[src/rtl/move_sequencer.sv]
// Move sequencer: pops 3-bit move codes from a FIFO and drives step/dir pulse trains for four motors.
// Build option MOVE_SEQUENCER_PAUSE_EN adds a pause input that freezes stepping and new pops.
//
// state   | meaning
// --------+-----------------------------------------------------------
// IDLE    | waiting for a non-empty FIFO
// POP     | one-cycle fifo_rd strobe
// WAIT    | FIFO output settles; code and dir captured on exit
// LOAD    | clear timer/counter, first step rises on exit
// STEP_HI | step[motor] high for HALF_PERIOD cycles
// STEP_LO | step low for HALF_PERIOD cycles, count the step on exit
// FIN     | one-cycle done pulse, move_cnt incremented
module move_sequencer #(
    parameter int DATO_WIDTH     = 3,
    parameter int STEPS_PER_MOVE = 50,
    parameter int HALF_PERIOD    = 1000
) (
    input  logic                  clk,
    input  logic                  rst,
    input  logic [DATO_WIDTH-1:0] fifo_dat,
    input  logic                  fifo_empty,
`ifdef MOVE_SEQUENCER_PAUSE_EN
    input  logic                  pause,
`endif
    output logic                  fifo_rd,
    output logic [3:0]            step,
    output logic [3:0]            dir,
    output logic                  busy,
    output logic                  done,
    output logic [15:0]           move_cnt
);

    typedef enum logic [2:0] {
        IDLE    = 3'd0,
        POP     = 3'd1,
        WAIT    = 3'd2,
        LOAD    = 3'd3,
        STEP_HI = 3'd4,
        STEP_LO = 3'd5,
        FIN     = 3'd6
    } state_t;

    localparam logic [15:0] HP_LAST   = 16'(HALF_PERIOD - 1);
    localparam logic [15:0] STEP_LAST = 16'(STEPS_PER_MOVE - 1);

    state_t                state;
    logic [DATO_WIDTH-1:0] code;
    logic [15:0]           timer;
    logic [15:0]           step_cnt;
    logic [1:0]            motor;
    logic                  hold;

    assign motor = code[2:1];

`ifdef MOVE_SEQUENCER_PAUSE_EN
    assign hold = pause;
`else
    assign hold = 1'b0;
`endif

    always_ff @(posedge clk or posedge rst) begin
        if (rst) begin
            state    <= IDLE;
            fifo_rd  <= 1'b0;
            step     <= 4'b0;
            dir      <= 4'b0;
            busy     <= 1'b0;
            done     <= 1'b0;
            move_cnt <= 16'd0;
            code     <= '0;
            timer    <= 16'd0;
            step_cnt <= 16'd0;
        end else begin
            fifo_rd <= 1'b0;
            done    <= 1'b0;
            case (state)
                IDLE: begin
                    if (!fifo_empty && !hold) begin
                        state   <= POP;
                        fifo_rd <= 1'b1;
                        busy    <= 1'b1;
                    end
                end
                POP: begin
                    state <= WAIT;
                end
                WAIT: begin
                    // Latch on the way into LOAD so dir is stable a full cycle before step rises.
                    code                <= fifo_dat;
                    dir[fifo_dat[2:1]]  <= fifo_dat[0];
                    state               <= LOAD;
                end
                LOAD: begin
                    timer       <= 16'd0;
                    step_cnt    <= 16'd0;
                    step[motor] <= 1'b1;
                    state       <= STEP_HI;
                end
                STEP_HI: begin
                    if (!hold) begin
                        if (timer == HP_LAST) begin
                            timer <= 16'd0;
                            step  <= 4'b0;
                            state <= STEP_LO;
                        end else begin
                            timer <= timer + 16'd1;
                        end
                    end
                end
                STEP_LO: begin
                    if (!hold) begin
                        if (timer == HP_LAST) begin
                            timer    <= 16'd0;
                            step_cnt <= step_cnt + 16'd1;
                            if (step_cnt == STEP_LAST) begin
                                state    <= FIN;
                                done     <= 1'b1;
                                move_cnt <= move_cnt + 16'd1;
                            end else begin
                                step[motor] <= 1'b1;
                                state       <= STEP_HI;
                            end
                        end else begin
                            timer <= timer + 16'd1;
                        end
                    end
                end
                FIN: begin
                    busy  <= 1'b0;
                    state <= IDLE;
                end
                default: begin
                    state <= IDLE;
                end
            endcase
        end
    end

endmodule

[config.mk]
export PLATFORM = sky130hd
export DESIGN_NAME = move_sequencer
export DESIGN_NICKNAME = d
export VERILOG_FILES = /design/src/rtl/move_sequencer.sv
export SDC_FILE = /design/constraint.sdc
export NUM_CORES = 1
export LEC_CHECK = 0
export CAP_MARGIN = 20
export CORE_MARGIN = 10
export CORE_UTILIZATION = 40
export CTS_CLUSTER_DIAMETER = 30
export DETAILED_ROUTE_END_ITERATION = 6
export GPL_TIMING_DRIVEN = 0
export PLACE_DENSITY = 0.62
export SYNTH_ARGS = -nofsm -noshare
export SYNTH_HDL_FRONTEND = slang
export SYNTH_SLANG_ARGS = --single-unit
[constraint.sdc]
create_clock -name clk -period 2.7 [get_ports clk]
set_input_delay 0.405 -clock clk [delete_from_list [all_inputs] [get_ports clk]]
set_output_delay 0.405 -clock clk [all_outputs]
set_load 0.01 [all_outputs]
; Yosys cells after proc, flatten, opt, wreduce, memory -nomap -nowiden
; Index checks and enable logic that the tools add are counted.
[word_totals]
regBits = 65
latch_bits = 0
ramBits = 0
romBits = 0
output_inout_bits = 27
elab_cells = 68
mem_count = 0
[op_classes]
addsub = 3
multipliers = 0
n_div = 0
magnitude_cmp = 4
eq_ne = 12
shift = 0
n_mux = 25
n_bitwise = 1
reduce_logical = 13
[ops]
columns = cell, count
row1 = 16-bit one-hot mux with 2 select lines, 2
row2 = "16-bit by 1-bit adder with 16-bit output, second input constant", 3
row3 = 16-bit two-way mux, 2
row4 = 3-bit one-hot mux with 6 select lines, 1
row5 = "16-bit by 10-bit == test with 1-bit output, second input constant", 1
row6 = "16-bit by 6-bit == test with 1-bit output, second input constant", 1
row7 = 4-bit two-way mux, 3
row8 = 4-bit one-hot mux with 3 select lines, 1
row9 = "3-bit == test, second input constant", 3
row10 = 3-bit two-way mux, 3
row11 = 1-bit two-way mux, 8
row12 = "2-bit != test, second input constant", 4
row13 = "3-bit by 2-bit == test with 1-bit output, second input constant", 2
row14 = "2-bit by 3-bit less-than comparator with 1-bit output, second input constant", 2
row15 = 3-bit AND reduction, 2
row16 = 2-bit nonzero test, 3
row17 = 4-bit bitwise mux, 1
row18 = 1-bit demux with 2-bit select, 2
row19 = "2-bit by 1-bit greater-or-equal comparator with 1-bit output, second input constant", 2
row20 = 4-bit bitwise OR, 1
row21 = 2-bit AND reduction, 2
row22 = 4-bit AND reduction, 1
row23 = "3-bit by 1-bit == test with 1-bit output, second input constant", 1
row24 = 3-bit zero test, 1
row25 = 5 further kinds, 6

; Logic depth before layout (Yosys ltp)
; Gate-level depths: netlist of run 1.
[depth]
ltp_word = 8
mapped_depth = 8
depth_no_buf = 7

; Worst setup path before layout of run 1
; OpenSTA, ideal clock, no wires.
[synth_timing]
path_type = flip-flop to flip-flop
startpoint = register timer[12]
endpoint = register timer[6]
t_arrival_ns = 2.001
required_ns = 2.579
slack_ns = 0.578
path_stages_with_launch = 7
period_less_slack_ns = 2.122
path_cell_list = dfrtp_1 -> or4_1 -> nor4_4 -> nand2b_1 -> buf_4 -> o21ai_1 -> a22o_1
[synth_via]
elab_chain_len = 3
[synth_rtl]
columns = element, line
row1 = from (decl), 48  ; logic [15:0] timer;
row2 = from (signal assigned), 106  ; timer <= timer + 16'd1;
row3 = from (signal assigned), 124  ; timer <= timer + 16'd1;
row4 = 16-bit by 10-bit == test with 1-bit output, "101, 112"
row5 = 16-bit two-way mux, "101, 112"
row6 = 16-bit one-hot mux with 2 select lines, 76  ; case (state)
; No other way between the ends.
; A chain may end at the register's enable or synchronous reset.

; Worst setup path after layout of run 1
[layout_timing]
startpoint = register timer[3]
endpoint = register timer[6]
[layout_via]
elab_chain_len = 3
elab_cells_between_ends = 4
[layout_rtl]
columns = element, line
row1 = 16-bit by 1-bit adder with 16-bit output or 16-bit by 10-bit == test with 1-bit output (tied branches), -
row2 = 16-bit two-way mux *, "101, 112"
row3 = 16-bit one-hot mux with 2 select lines *, 76
; Mark *: on every way between the ends. The rest lies on a longest branch, timed or not.

==> results.cfg, run 1 <==
[run_status]
status = complete, no violations

[clocking]
cts_root_buf = clkbuf_8
clock_latency_ns = 0.34
clk_pin_slew_ns = 0.07
cts_tree = built
cts_setup_buffers = 0
cts_resized = 0
cts.htree.levels = 3
cts_hold_buf = 0
clockBufferDepth = 2
cts_buffers = 9
cts_sinks = 64

[timing]
fin_crit_ns = 2.47
fmax_ghz = 0.405
skew_ns = 0.00754
setup_viol = 0
rsz0062_at_grt = false
slew_headroom = 0.535
tightest_slew_ns = 0.692
fin_setup_tns_ns = 0
setup_ws_ns = 0.233
fin_crit_sh = 0.914
finalHoldViolations = 0
report.final.slew_viol_count = 0

[finish]
utilization = 0.495
drive_above_1_share = 0.0815
seq_area_mm2 = 0.00160
final_cell_area_mm2 = 0.00382
diodes = 0
syn2layout_area_growth_pct = 20.7
multi_input_area_mm2 = 0.00148
n_fill_cell = 728
finalNetCount = 374

[worst_setup_path]
worstPathArrival_ns = 2.69
cp.required_ns = 2.92
worstPathMaxFanout = 10
cp-start-kind = flip-flop
criticalPathCategory = reg -> reg
ff2ff_path_depth = 6
crit_path_end_kind = flip-flop

[grt]
overflow = 0
track_usage = 0.126
grt_antenna_before_repair = 0
grt_pass1_vias = 2447
grt_max_degree = 42
grt_pass1_wl_mm = 11.9

[logic_synthesis]
seq_area_frac_synth = 0.506
ys_warn_count = 0
synth-main-ff-cell = dfrtp_1
yosysTopAreaCellShare = 0.506
avgSynthCellArea_um2 = 9.90
netlist_area_mm2 = 0.00317
post_synth_main_area_contributors = dfrtp_1 (51%), xor2_1 (6.1%), nor2_1 (4.4%)
async_flop_share = 1.00
synth_edf_count = 0
syn_inst = 320
synth_most_common_cell = dfrtp_1
ys_ff_latch = 64
synth.distinct_cells = 41
syn-num-nets = 330
synth_common_cells = dfrtp_1 (64), nor2_1 (37), nand2_1 (26), nand3_1 (24), xor2_1 (22)
synth_top_area_cell = dfrtp_1

[detailed_routing]
drc = 0
vias = 2488
wirelength_mm = 6.88
via_per_inst = 5.29
antenna_left = 0
dr.pass1.iters = 5
drt-wirelength-per-cell_um = 14.6
drt_iter0_drc = 105

[die]
start_util = 0.410
dieHeight_um = 109
io_pins = 33
core_area_mm2 = 0.00773
die-area_mm2 = 0.0119
die_w_um = 109
rows = 32

[power_and_ir_drop]
internal-power_uw = 1430
p_seq_frac = 0.531
p_sw_uw = 395
p_sw_frac = 0.216
power_leakage_uw = 0.00168
clock_power_share = 0.439
p_per_area_mw_per_mm2 = 478
peakVddDrop_uv = 253
p_comb_frac = 0.030

[placed_design]
pre_cts_ws_ns = 0.227
gp_congestion = 0.828
port_buffers = 32
dp_hpwl_mm = 4.87
place_area_mm2 = 0.00364

[job]
cap_violations = 0

[min_path]
min_path_type = in -> async
final timing paths:
path,start,to,slack (ns)
max,timer[3],timer[6],0.23
min,rst,move_cnt[2],0.42
max reg2reg,timer[3],timer[6],0.23
min reg2reg,move_cnt[15],move_cnt[15],0.47
max in group asynchronous,rst,step[1],1.68
min in group clk,move_cnt[15],move_cnt[15],0.47
cell type report:
| class | instances | area share |
|---|---|---|
| plain buffers | 10 | 0.0124 |
| clock buffers | 11 | 0.0370 |
| clock inverters | 4 | 0.0118 |
| inverters | 10 | 0.00982 |
| multi-input cells | 236 | 0.388 |
| flip-flops and latches | 64 | 0.419 |
| well taps | 102 | 0.0334 |
| repair buffers | 33 | 0.0890 |
state kept, by name, indices dropped and copies added (netlist names):
name      flops
dir           4
code          2
move_cnt     16
done          1
busy          1
state         3
fifo_rd       1
step_cnt     16
timer        16
step          4
cells by family (layout without fill, tap and decap cells):
group | after synthesis | count (layout) | share of synthesized area
XOR/XNOR | 34 | 34 | 0.0940
flip-flops | 64 | 64 | 0.506
AND/OR/NAND/NOR | 153 | 153 | 0.258
buffers and inverters | 20 | 68 | 0.0269
multiplexers | 6 | 6 | 0.0213
AO/OA/AOI/OAI | 39 | 39 | 0.0786
adder cells (fa/ha/maj) | 4 | 4 | 0.0158
per-stage QoR:
step | std cells | power, uW | hold slack [ns]
6_report | 470 | 1830 | 0.417
5_1_grt | 470 | 1900 | 0.466
4_1_cts | 470 | 1850 | 0.432
3_5_place_dp | 455 | 1040 | 0.461
3_3_place_gp | 454 | 1040 | 0.457
2_1_floorplan | 320 | 1010 | 0.459
power by group through the flow:
stage / Combinational [uW] / Clock (uW) / Sequential [uW]
6_report: 54.1 / 802 / 970
3_5_place_dp: 56.1 / 0 / 988
5_1_grt: 60.8 / 868 / 970
4_1_cts: 56.5 / 823 / 970
2_1_floorplan: 21.5 / 0 / 990
3_3_place_gp: 51.9 / 0 / 988
worst max-delay path, stage by stage, from the launching register on:
cell and delay, ns:
dfrtp_1 0.44, or4_1 0.59, nor4_4 0.48, nand2b_1 0.30, buf_4 0.22, o21ai_1 0.09, a22o_1 0.24
cells in the final DEF (no fill, tap or decap), drive strengths merged, types with 3 or more instances in the layout:
master and instances:
o21ai 18, a21oi 4, clkdlybuf4s50 32, clkbuf 16
clkinv 3, inv 10, nand2 26, nand3b 3
ha 4, nor4 7, nand3 25, and4 3
xor2 22, and3 10, and2 4, a31oi 4
nor2 37, nand4 16, nor3 7, or3 4
xnor2 12, nor3b 6, mux2 6, a22o 4
dfrtp 64, buf 6
per-layer routing:
layer  vias to the layer above  wire [um]  share of wire  global-route usage
li1                       1222          -              -                   -
met1                      1207       3150           0.46               0.163
met2                        52       3280           0.48               0.194
met3                         7        390          0.057              0.0319
met4                         0         63         0.0092              0.0574
met5                         -          0              0                   0
Note: power is estimated with default switching activity, not from simulation.
==> inputs of run 2 (changes only) <==
Settings changed: SETUP_SLACK_MARGIN set to 0.1.
==> results.cfg, run 2 (synthesis results as in run 1) <==
[die]
io_pins = 33
core_area_mm2 = 0.00773
die-area_mm2 = 0.0119
dieHeight_um = 109
rows = 32
start_util = 0.410
die_w_um = 109

[timing]
tightest_slew_ns = 0.691
fin_crit_sh = 0.868
setup_viol = 0
rsz0062_at_grt = false
holdWs_ns = 0.410
slew_headroom = 0.535
fin_crit_ns = 2.34
report.final.slew_viol_count = 0
setup_ws_ns = 0.356
fmax_ghz = 0.427
finalHoldViolations = 0
skew_ns = 0.00762

[worst_setup_path]
worstPathArrival_ns = 2.55
rr_startpoint = timer[3]
worstPathMaxFanout = 10
max_stage_delay_ns = 0.59
cp-start-kind = flip-flop
cp.required_ns = 2.90
criticalPathCategory = reg -> reg
worstSetupStartpoint = timer[3]
slowest_stage = or4_1
worstPathCellList = or4_1 -> nor4_4 -> buf_4 -> buf_2 -> nand4_1 -> xor2_1 -> nor2_1
crit_path_end_kind = flip-flop

[grt]
grt_pass1_wl_mm = 11.9
grt_max_degree = 42
track_usage = 0.126
grt_pass1_vias = 2447
overflow = 0
grt_antenna_before_repair = 0

[finish]
most-common-layout-cells = dfrtp_1 (64), nor2_1 (37), clkdlybuf4s50_1 (32)
syn2layout_area_growth_pct = 21.1
finalNetCount = 376
final_common_cell = dfrtp_1
diodes = 0
drive_above_1_share = 0.0865
final_cell_area_mm2 = 0.00384
reg_top3 = move_cnt (16), step_cnt (16), timer (16)

[run_status]
status = complete, no violations

[detailed_routing]
route.met2.wl_mm = 3.27
wirelength_met1_mm = 3.16
met3_length_um = 412
wirelength_mm = 6.93
vias = 2500
antenna_left = 0
drc = 0
drt_iter0_drc = 93
top_layer = met4
via_per_inst = 5.30
drt-wirelength-per-cell_um = 14.7
dr.pass1.iters = 5

[power_and_ir_drop]
peakVddDrop_uv = 256
p_per_area_mw_per_mm2 = 477
power_leakage_uw = 0.00170
total_power_uw = 1830

[min_path]
min_path_type = in -> async

[clocking]
cts_tree = built
cts.htree.levels = 3
clock_latency_ns = 0.35
cts_buffers = 9
cts_sinks = 64
cts_hold_buf = 0
cts_root_buf = clkbuf_8
clk_pin_slew_ns = 0.07
cts_resized = 0
clockBufferDepth = 2

[placed_design]
gp_congestion = 0.828
dp_hpwl_mm = 4.87
port_buffers = 32
pre_cts_ws_ns = 0.227
place_area_mm2 = 0.00364

[job]
cap_violations = 0
[run 2: path summary, 6_finish.rpt]
| check | cells after the start | end | slack [ns] |
|---|---|---|---|
| setup / recovery | 7 | step_cnt[12] | 0.36 |
| hold / removal | 2 | move_cnt[2] | 0.41 |
| setup reg to reg | 7 | step_cnt[12] | 0.36 |
| hold reg to reg | 1 | move_cnt[15] | 0.47 |
| max in group asynchronous | 3 | step[1] | 1.69 |
| min in group clk | 1 | move_cnt[15] | 0.47 |
[run 2: what timing repair did]
item	CTS	global route
buffers inserted	0	2
setup endpoints to repair	0	2
endpoints found under the hold margin	0	0
[run 2: power breakdown]
| group | switching [uW] | internal [uW] | total [uW] |
|---|---|---|---|
| Clock | 366 | 442 | 808 |
| Sequential | 4.53 | 965 | 970 |
| Combinational | 30.0 | 24.0 | 54.0 |
| Total | 401 | 1430 | 1830 |
[run 2: cell type report]
class	count	area, um2
Fill cell	724	3890
Sequential cell	64	1600
Multi-Input combinational cell	236	1480
Timing Repair Buffer	35	355
Clock buffer	11	141
Tap cell	102	128
Buffer	10	47.5
Clock inverter	4	45.0
Inverter	10	37.5
[run 2: metrics by stage]
step,utilization,setup TNS [ns],cells
floorplan,-,0,320
global placement,0.468,-29.19,454
detailed placement,0.471,0,455
CTS,0.495,0,470
global route,0.497,0,472
finish,0.497,0,472
[run 2: worst max-delay path, delay by kind of cell (launching register included)]
| kind | cells | cell delay [ns] |
|---|---|---|
| simple gates | 4 | 1.18 |
| flops | 1 | 0.43 |
| buf+inv | 2 | 0.42 |
| xor+xnor | 1 | 0.19 |
[run 2: metal layers]
layer	track usage	up-vias
li1	-	1229
met1	0.163	1210
met2	0.194	52
met3	0.0319	9
met4	0.0574	0
met5	0	-
